### config.mk
export PLATFORM = sky130hd
export DESIGN_NAME = ps2_host_tx
export DESIGN_NICKNAME = d
export VERILOG_FILES = /design/src/rtl/ps2_host_tx.sv
export SDC_FILE = /design/constraint.sdc
export NUM_CORES = 1
export LEC_CHECK = 0
export ABC_AREA = 0
export CAP_MARGIN = 40
export CORE_MARGIN = 1.5
export CORE_UTILIZATION = 40
export CTS_BUF_LIST = sky130_fd_sc_hd__clkbuf_4 sky130_fd_sc_hd__clkbuf_8
export CTS_CLUSTER_DIAMETER = 80
export DETAILED_ROUTE_END_ITERATION = 6
export HOLD_SLACK_MARGIN = 0.03
export PLACE_DENSITY = 0.63
export SYNTH_ARGS = -nofsm -noshare
export SYNTH_HDL_FRONTEND = slang
export SYNTH_SLANG_ARGS = --single-unit
### constraint.sdc
create_clock -name clk -period 2.8 [get_ports clk]
set_input_delay 0.7 -clock clk [delete_from_list [all_inputs] [get_ports clk]]
set_output_delay 0.7 -clock clk [all_outputs]
set_load 0.005 [all_outputs]
### src/rtl/ps2_host_tx.sv
// PS/2 host-to-device transmitter.
// Requests the bus (clock inhibit, then start bit), shifts out data, parity and
// stop on device clock falling edges, samples the device ACK and reports the
// result with a one-cycle tx_done / tx_err pair. rx_inhibit mirrors tx_busy so
// the neighbouring receiver ignores the bits we are sending.
module ps2_host_tx #(
  parameter int INHIBIT_CYC = 480,
  parameter int START_CYC   = 8,
  parameter int TIMEOUT_CYC = 60000
) (
  input  logic       clk,
  input  logic       reset,
  input  logic [7:0] tx_data,
  input  logic       tx_stb,
  output logic       tx_busy,
  output logic       tx_done,
  output logic       tx_err,
  output logic       rx_inhibit,
  input  logic       ps2_clk_i,
  input  logic       ps2_dat_i,
  output logic       ps2_clk_oe,
  output logic       ps2_dat_oe
);

  localparam logic [2:0] S_IDLE     = 3'd0;
  localparam logic [2:0] S_INHIBIT  = 3'd1;
  localparam logic [2:0] S_START    = 3'd2;
  localparam logic [2:0] S_SEND     = 3'd3;
  localparam logic [2:0] S_ACK      = 3'd4;
  localparam logic [2:0] S_WAITIDLE = 3'd5;

  localparam logic [15:0] INH_LAST   = 16'(INHIBIT_CYC - 1);
  localparam logic [15:0] START_LAST = 16'(START_CYC - 1);
  localparam logic [15:0] TO_LAST    = 16'(TIMEOUT_CYC - 1);

  logic [2:0]  state;
  logic [9:0]  frame;
  logic [3:0]  bitcnt;
  logic [15:0] cnt;
  logic        ack_err;

  // clk_sync[1:0] is the two-flop synchronizer, clk_sync[2] the previous sample
  logic [2:0]  clk_sync;
  logic [1:0]  dat_sync;
  logic        clk_s;
  logic        dat_s;
  logic        clk_fall;
  logic        timeout;

  assign clk_s      = clk_sync[1];
  assign dat_s      = dat_sync[1];
  assign clk_fall   = clk_sync[2] & ~clk_sync[1];
  assign timeout    = (cnt == TO_LAST);
  assign rx_inhibit = tx_busy;

  // Synchronize the asynchronous pin levels; idle bus level is high
  always_ff @(posedge clk) begin
    if (reset) begin
      clk_sync <= '1;
      dat_sync <= '1;
    end else begin
      clk_sync <= {clk_sync[1:0], ps2_clk_i};
      dat_sync <= {dat_sync[0], ps2_dat_i};
    end
  end

  // Transfer sequencer: bus request, bit shifting, ACK check and timeout abort
  always_ff @(posedge clk) begin
    if (reset) begin
      state      <= S_IDLE;
      frame      <= '0;
      bitcnt     <= '0;
      cnt        <= '0;
      ack_err    <= 1'b0;
      tx_busy    <= 1'b0;
      tx_done    <= 1'b0;
      tx_err     <= 1'b0;
      ps2_clk_oe <= 1'b0;
      ps2_dat_oe <= 1'b0;
    end else begin
      tx_done <= 1'b0;
      tx_err  <= 1'b0;
      case (state)
        S_IDLE: begin
          ps2_clk_oe <= 1'b0;
          ps2_dat_oe <= 1'b0;
          if (tx_stb) begin
            frame      <= {1'b1, ~^tx_data, tx_data};
            state      <= S_INHIBIT;
            tx_busy    <= 1'b1;
            ps2_clk_oe <= 1'b1;
            cnt        <= '0;
          end
        end

        S_INHIBIT: begin
          if (cnt == INH_LAST) begin
            state      <= S_START;
            ps2_dat_oe <= 1'b1;
            cnt        <= '0;
          end else begin
            cnt <= cnt + 16'd1;
          end
        end

        S_START: begin
          if (cnt == START_LAST) begin
            state      <= S_SEND;
            ps2_clk_oe <= 1'b0;
            bitcnt     <= '0;
            cnt        <= '0;
          end else begin
            cnt <= cnt + 16'd1;
          end
        end

        S_SEND: begin
          if (clk_fall) begin
            cnt        <= '0;
            ps2_dat_oe <= ~frame[bitcnt];
            bitcnt     <= bitcnt + 4'd1;
            if (bitcnt == 4'd9) begin
              state <= S_ACK;
            end
          end else if (timeout) begin
            state      <= S_IDLE;
            tx_busy    <= 1'b0;
            tx_done    <= 1'b1;
            tx_err     <= 1'b1;
            ps2_dat_oe <= 1'b0;
          end else begin
            cnt <= cnt + 16'd1;
          end
        end

        S_ACK: begin
          if (clk_fall) begin
            cnt     <= '0;
            ack_err <= dat_s;
            state   <= S_WAITIDLE;
          end else if (timeout) begin
            state      <= S_IDLE;
            tx_busy    <= 1'b0;
            tx_done    <= 1'b1;
            tx_err     <= 1'b1;
            ps2_dat_oe <= 1'b0;
          end else begin
            cnt <= cnt + 16'd1;
          end
        end

        S_WAITIDLE: begin
          // a falling edge implies clk_s is low, so the idle test cannot collide with it
          if (clk_s && dat_s) begin
            state      <= S_IDLE;
            tx_busy    <= 1'b0;
            tx_done    <= 1'b1;
            tx_err     <= ack_err;
            ps2_dat_oe <= 1'b0;
          end else if (clk_fall) begin
            cnt <= '0;
          end else if (timeout) begin
            state      <= S_IDLE;
            tx_busy    <= 1'b0;
            tx_done    <= 1'b1;
            tx_err     <= 1'b1;
            ps2_dat_oe <= 1'b0;
          end else begin
            cnt <= cnt + 16'd1;
          end
        end

        default: begin
          state      <= S_IDLE;
          tx_busy    <= 1'b0;
          ps2_clk_oe <= 1'b0;
          ps2_dat_oe <= 1'b0;
        end
      endcase
    end
  end

endmodule

-- Yosys cells after proc, flatten, opt, wreduce, memory -nomap -nowiden
Index checks and enable logic that the tools add are counted.
- bits in registers: 44
- output and inout port bits: 6
- bits of input ports: 13
- word-level logic and storage cells: 95
- mux-type cells: 42
- $lt $le $gt $ge: 1
- reduce and logical (&&, ||, !) cells: 16
- bitwise operators: 6
- add/sub/neg operators: 2
- equal/unequal tests: 16
- operator list (cell ; count):
    $mux 16 ; 6
    $pmux 16 s5 ; 1
    $mux 3 ; 9
    $pmux 3 s6 ; 1
    $add 16x1->16 const B ; 1
    $eq 16x16->1 const B ; 1
    $eq 16x3->1 const B ; 1
    $eq 16x9->1 const B ; 1
    $mux 1 ; 16
    $ne 2x2->1 const B ; 5
    $reduce_and 2->1 ; 5
    $mux 4 ; 2
    $pmux 4 s2 ; 1
    $reduce_xnor 8->1 ; 1
    $eq 3x2->1 const B ; 2
    $eq 3x3->1 const B ; 2
    $ne 3x3->1 const B ; 2
    $reduce_and 3->1 ; 2
    $lt 4x5->1 const B ; 1
    $not 1->1 ; 5
    $pmux 1 s5 ; 1
    $reduce_and 5->1 ; 1
    $reduce_bool 5->1 ; 1
    $add 4x1->4 const B ; 1
    12 further kinds ; 14

-- Depth between registers and ports, before layout
- depth after elaboration: 5
- mapped depth: 8
- gate-level depth less buffers: 8

-- Worst setup path after synthesis
No wires, ideal clock.
- kind: register -> register
- start point: register cnt[7]
- end point: register cnt[14]
- arrival time: 1.750 ns
- data required time: 2.684 ns
- path slack: 0.934 ns
- cell stages (with the launch flop): 7
- path buffers: 0
- clock period less this slack: 1.866 ns
- setup time: 0.116 ns
- cell sequence: dfxtp_1 > or4b_1 > nor4_2 > a311o_2 > a31oi_4 > a22o_2 > a31o_1
- longest elaborated chain between the ends: 5
- elaborated cells between the ends (all ways): 10
- classes of those cells: 1 x add/sub; 3 x eq/ne; 6 x mux
- RTL lines (item ; line ; RTL):
    start, declared ; 39 ; logic [15:0] cnt;
    start signal, assigned ; 102 ; cnt <= cnt + 16'd1;
    start signal, assigned ; 113 ; cnt <= cnt + 16'd1;
    start signal, assigned ; 132 ; cnt <= cnt + 16'd1;
    $add 16x1->16 or $eq 16x16->1 (tied branches) ; -- ;
    $mux 16 ; 125, 141, 162 ;
    $mux 16 ; 137 ; if (clk_fall) begin
    $mux 16 ; 154 ; if (clk_s && dat_s) begin
    $pmux 16 s5 (*) ; 83 ; case (state)
Mark *: on every way between the ends. The rest lies on a longest branch, timed or not. The select of a mux whose other input is x is not followed.
A chain may end at the register's enable or synchronous reset.

-- Final worst setup path
- start point: register state[1]
- end point: register cnt[7]
- longest elaborated chain between the ends: 4
- elaborated cells between the ends (all ways): 12
- classes of those cells: 7 x eq/ne; 1 x mux; 4 x reduce/logical
- RTL lines (item ; line ; RTL):
    start, declared ; 36 ; logic [2:0] state;
    start signal, assigned ; 70 ; state <= S_IDLE;
    start signal, assigned ; 89 ; state <= S_INHIBIT;
    start signal, assigned ; 98 ; state <= S_START;
    $eq 3x3->1 or $eq 3x2->1 (tied branches) ; 83 ;
    $reduce_or 2->1 (no line) ; -- ;
    $reduce_bool 5->1 (no line) ; -- ;
    $reduce_and 3->1 (no line) ; -- ;
Several ways; a longest one is shown, not always the timed one.

==> flow_metrics.env <==
export IMPL_power_leakage_nw=0.9082
export IMPL_endpoint="cnt[7]$_SDFFE_PP0P_"
export IMPL_clock_latency_ps=300
export IMPL_cts_clk_slew_worst_paths_ps=80
export IMPL_min_path_type="reg2reg"
export IMPL_outcome="completed"
export IMPL_die_area_um2=6441
export IMPL_ir_worst_vdd_mv=0.3046
export IMPL_clock_path_buffers=2
export IMPL_ys_top_cells_by_area="dfxtp_1, nand2_1, a21oi_1"
export IMPL_ys_ff_latch=44
export IMPL_yosysUniqueCellTypes=61
export IMPL_die_h_um=80.26
export IMPL_power_density_nw_per_um2=680.2
export IMPL_synth_top_area_share_pct=36.90
export IMPL_worstSetupStartpointType="flop"
export IMPL_maxCapViolCount=0
export IMPL_rsz0062_at_grt="no"
export IMPL_grt_pass1_wl_mm=8.714
export IMPL_start_util_pct=42.32
export IMPL_vias=2168
export IMPL_r2r_end="cnt[7]$_SDFFE_PP0P_"
export IMPL_placed_cells=374
export IMPL_syn_nets=309
export IMPL_synth_cells=293
export IMPL_worstMarginPinSlew_ps=767.0
export IMPL_rrSetupSlack_ps=420
export IMPL_critPathSlowestCell="dfxtp_1"
export IMPL_avgSynthCellArea_um2=8.148
export IMPL_layout_common_cells="dfxtp_1, nand2_1, a21oi_1"
export IMPL_nets=325
export IMPL_post_route_util_pct=48.59
export IMPL_routabilityCongestion=0.8948
export IMPL_grt_remaining_overflow=0
export IMPL_arrival_ps=2570
export IMPL_instances_no_fill=382
export IMPL_max_stage_delay_ps=620
export IMPL_die_w_um=80.26
export IMPL_worstReg2RegStart="state[1]$_SDFFE_PP0P_"
export IMPL_crit_start="state[1]$_SDFFE_PP0P_"
export IMPL_htree_levels=2
export IMPL_drc=0
export IMPL_cp_cell_sequence="nand2b_1 -> a311o_2 -> a31oi_4 -> nand2_2 -> o41ai_1"
export IMPL_yosysWarnings=0
export IMPL_num_rows=27
export IMPL_period_share_pct=84.91
export IMPL_grt_pass1_vias=1885
export IMPL_fin_setup_tns_ps=0
export IMPL_setup_ws_ps=422.5
export IMPL_finalHoldViolations=0
export IMPL_placed_area_um2=2620
export IMPL_design_area_um2=2741
export IMPL_post_place_ws_ps=374.3
export IMPL_seq_area_frac_synth_pct=36.90
export IMPL_end_kind="flop"
export IMPL_yosys_area_top_type="dfxtp_1"
export IMPL_grt_usage_pct=17.08
export IMPL_timing_fmax_mhz=420.6
export IMPL_drive_gt1_share_pct=10.32
export IMPL_post_cts_buffers=0
export IMPL_synthFlopType="dfxtp_1"
export IMPL_core_area_um2=5642
export IMPL_syn_area_um2=2387
export IMPL_worst_setup_path_type="reg2reg"
export IMPL_dpl_hpwl_mm=3.699
export IMPL_ios=19
export IMPL_period_needed_ps=2378
export IMPL_grt_antenna_before_repair=0
export IMPL_layout_commonest_cell="dfxtp_1"
export IMPL_reg2regPathDepth=5
export IMPL_ant_nets=0
export IMPL_antennaDiodeCount=0
export IMPL_cts_root_buf="clkbuf_8"
export IMPL_initialDrtViolationCount=182
export IMPL_portBuffers=18
export IMPL_maxSlewViolCount=0
export IMPL_synth_edff_count=0
export IMPL_setup_violations_final=0
export IMPL_wire_per_inst_um=13.80
export IMPL_cp_required_ps=2990
export IMPL_wl_mm=5.270
export IMPL_drtPass1Iterations=4
export IMPL_cts_resized=0
export IMPL_cts_buffers_inserted=5
export IMPL_grt_max_degree=23
export IMPL_cts_tree="built"
export IMPL_routed_via_density=5.675
export IMPL_crit_fanout=15
export IMPL_relSlewSlack_pct=48.40
export IMPL_async_reset_ff_share_pct=0
export IMPL_fin_worst_skew_ps=8.559
export IMPL_postCtsHoldBufs=0
export IMPL_syn_to_final_growth_pct=14.83
export IMPL_cts_sinks=44
metrics by stage:
stage	hold slack (ps)	total power, W
after global routing	439.6	0.001987
after detailed placement	395.7	0.001362
after global placement	401.3	0.001358
after floorplan	389.5	0.001220
final	417.5	0.001865
after CTS	420.1	0.001884
flip-flops by register name, summed over array words and instances, names as in the netlist:
register and count:
tx_done 1, tx_err 1, rx_inhibit 1, clk_sync 3, bitcnt 4, ps2_dat_oe 1
dat_sync 2, cnt 16, state 3, frame 10, ack_err 1, ps2_clk_oe 1
synthesized netlist by cell type, types with 4 or more instances:
master,instances
xnor2_1,7
or2_2,6
and2_1,4
nor3_1,10
a22oi_1,4
dfxtp_1,44
clkbuf_1,7
nand2_1,34
inv_1,14
a21oi_1,25
nand3_1,13
nand4_1,5
nor2_1,23
o22ai_1,5
a31oi_1,4
mux2i_1,4
o21ai_0,11
nand2b_1,8
cell families (layout without fill, tap and decap cells):
group | Yosys count | after routing | synth area share, %
flops | 44 | 44 | 36.90
mux | 6 | 6 | 3.564
buf+inv | 26 | 43 | 4.717
compound gates | 79 | 79 | 22.54
simple gates | 128 | 128 | 28.15
xor+xnor | 7 | 7 | 2.568
fa+ha+maj | 3 | 3 | 1.572
final cells by class:
| class | count | area (um^2) |
|---|---|---|
| Clock buffer | 6 | 82.58 |
| Inverter | 14 | 52.55 |
| Fill cell | 583 | 2900 |
| Sequential cell | 44 | 880.8 |
| Tap cell | 72 | 90.09 |
| Timing Repair Buffer | 21 | 202.7 |
| Clock inverter | 2 | 38.79 |
| Multi-Input combinational cell | 223 | 1394 |
report_power, final:
part           internal [W]  switching [W]  leakage [nW]  total (W)
clock              0.000292       0.000224        0.0614   0.000516
combinational      0.000247       0.000342         0.489   0.000590
sequential         0.000686      0.0000737         0.358   0.000759
layer usage:
layer  part of all wire, %  track usage (%)  routed length, um  up-vias
li1                      -                -                  -     1101
met1                    50            23.63               2635     1004
met2                    44            25.97               2323       54
met3                   4.0            3.068                209        9
met4                   1.9            7.069                101        0
met5                     0                0                  0        -
worst max-delay path: cells and delay by family, from the launching register on:
| family | cells | cell delay, ps |
|---|---|---|
| AO/OA/AOI/OAI | 3 | 1160 |
| flip-flops | 1 | 620 |
| AND/OR/NAND/NOR | 2 | 490 |
worst min path at each step:
stage	start	to	slack, ps	cells past startpoint
floorplan	dat_sync[0]$_SDFF_PP1_	dat_sync[1]$_SDFF_PP1_	390	1
global placement	dat_sync[0]$_SDFF_PP1_	dat_sync[1]$_SDFF_PP1_	400	1
detailed placement	dat_sync[0]$_SDFF_PP1_	dat_sync[1]$_SDFF_PP1_	400	1
CTS	dat_sync[0]$_SDFF_PP1_	dat_sync[1]$_SDFF_PP1_	420	1
global route	clk_sync[0]$_SDFF_PP1_	clk_sync[1]$_SDFF_PP1_	440	1
finish	dat_sync[0]$_SDFF_PP1_	dat_sync[1]$_SDFF_PP1_	420	1
Power figures use the tool's default switching activity.
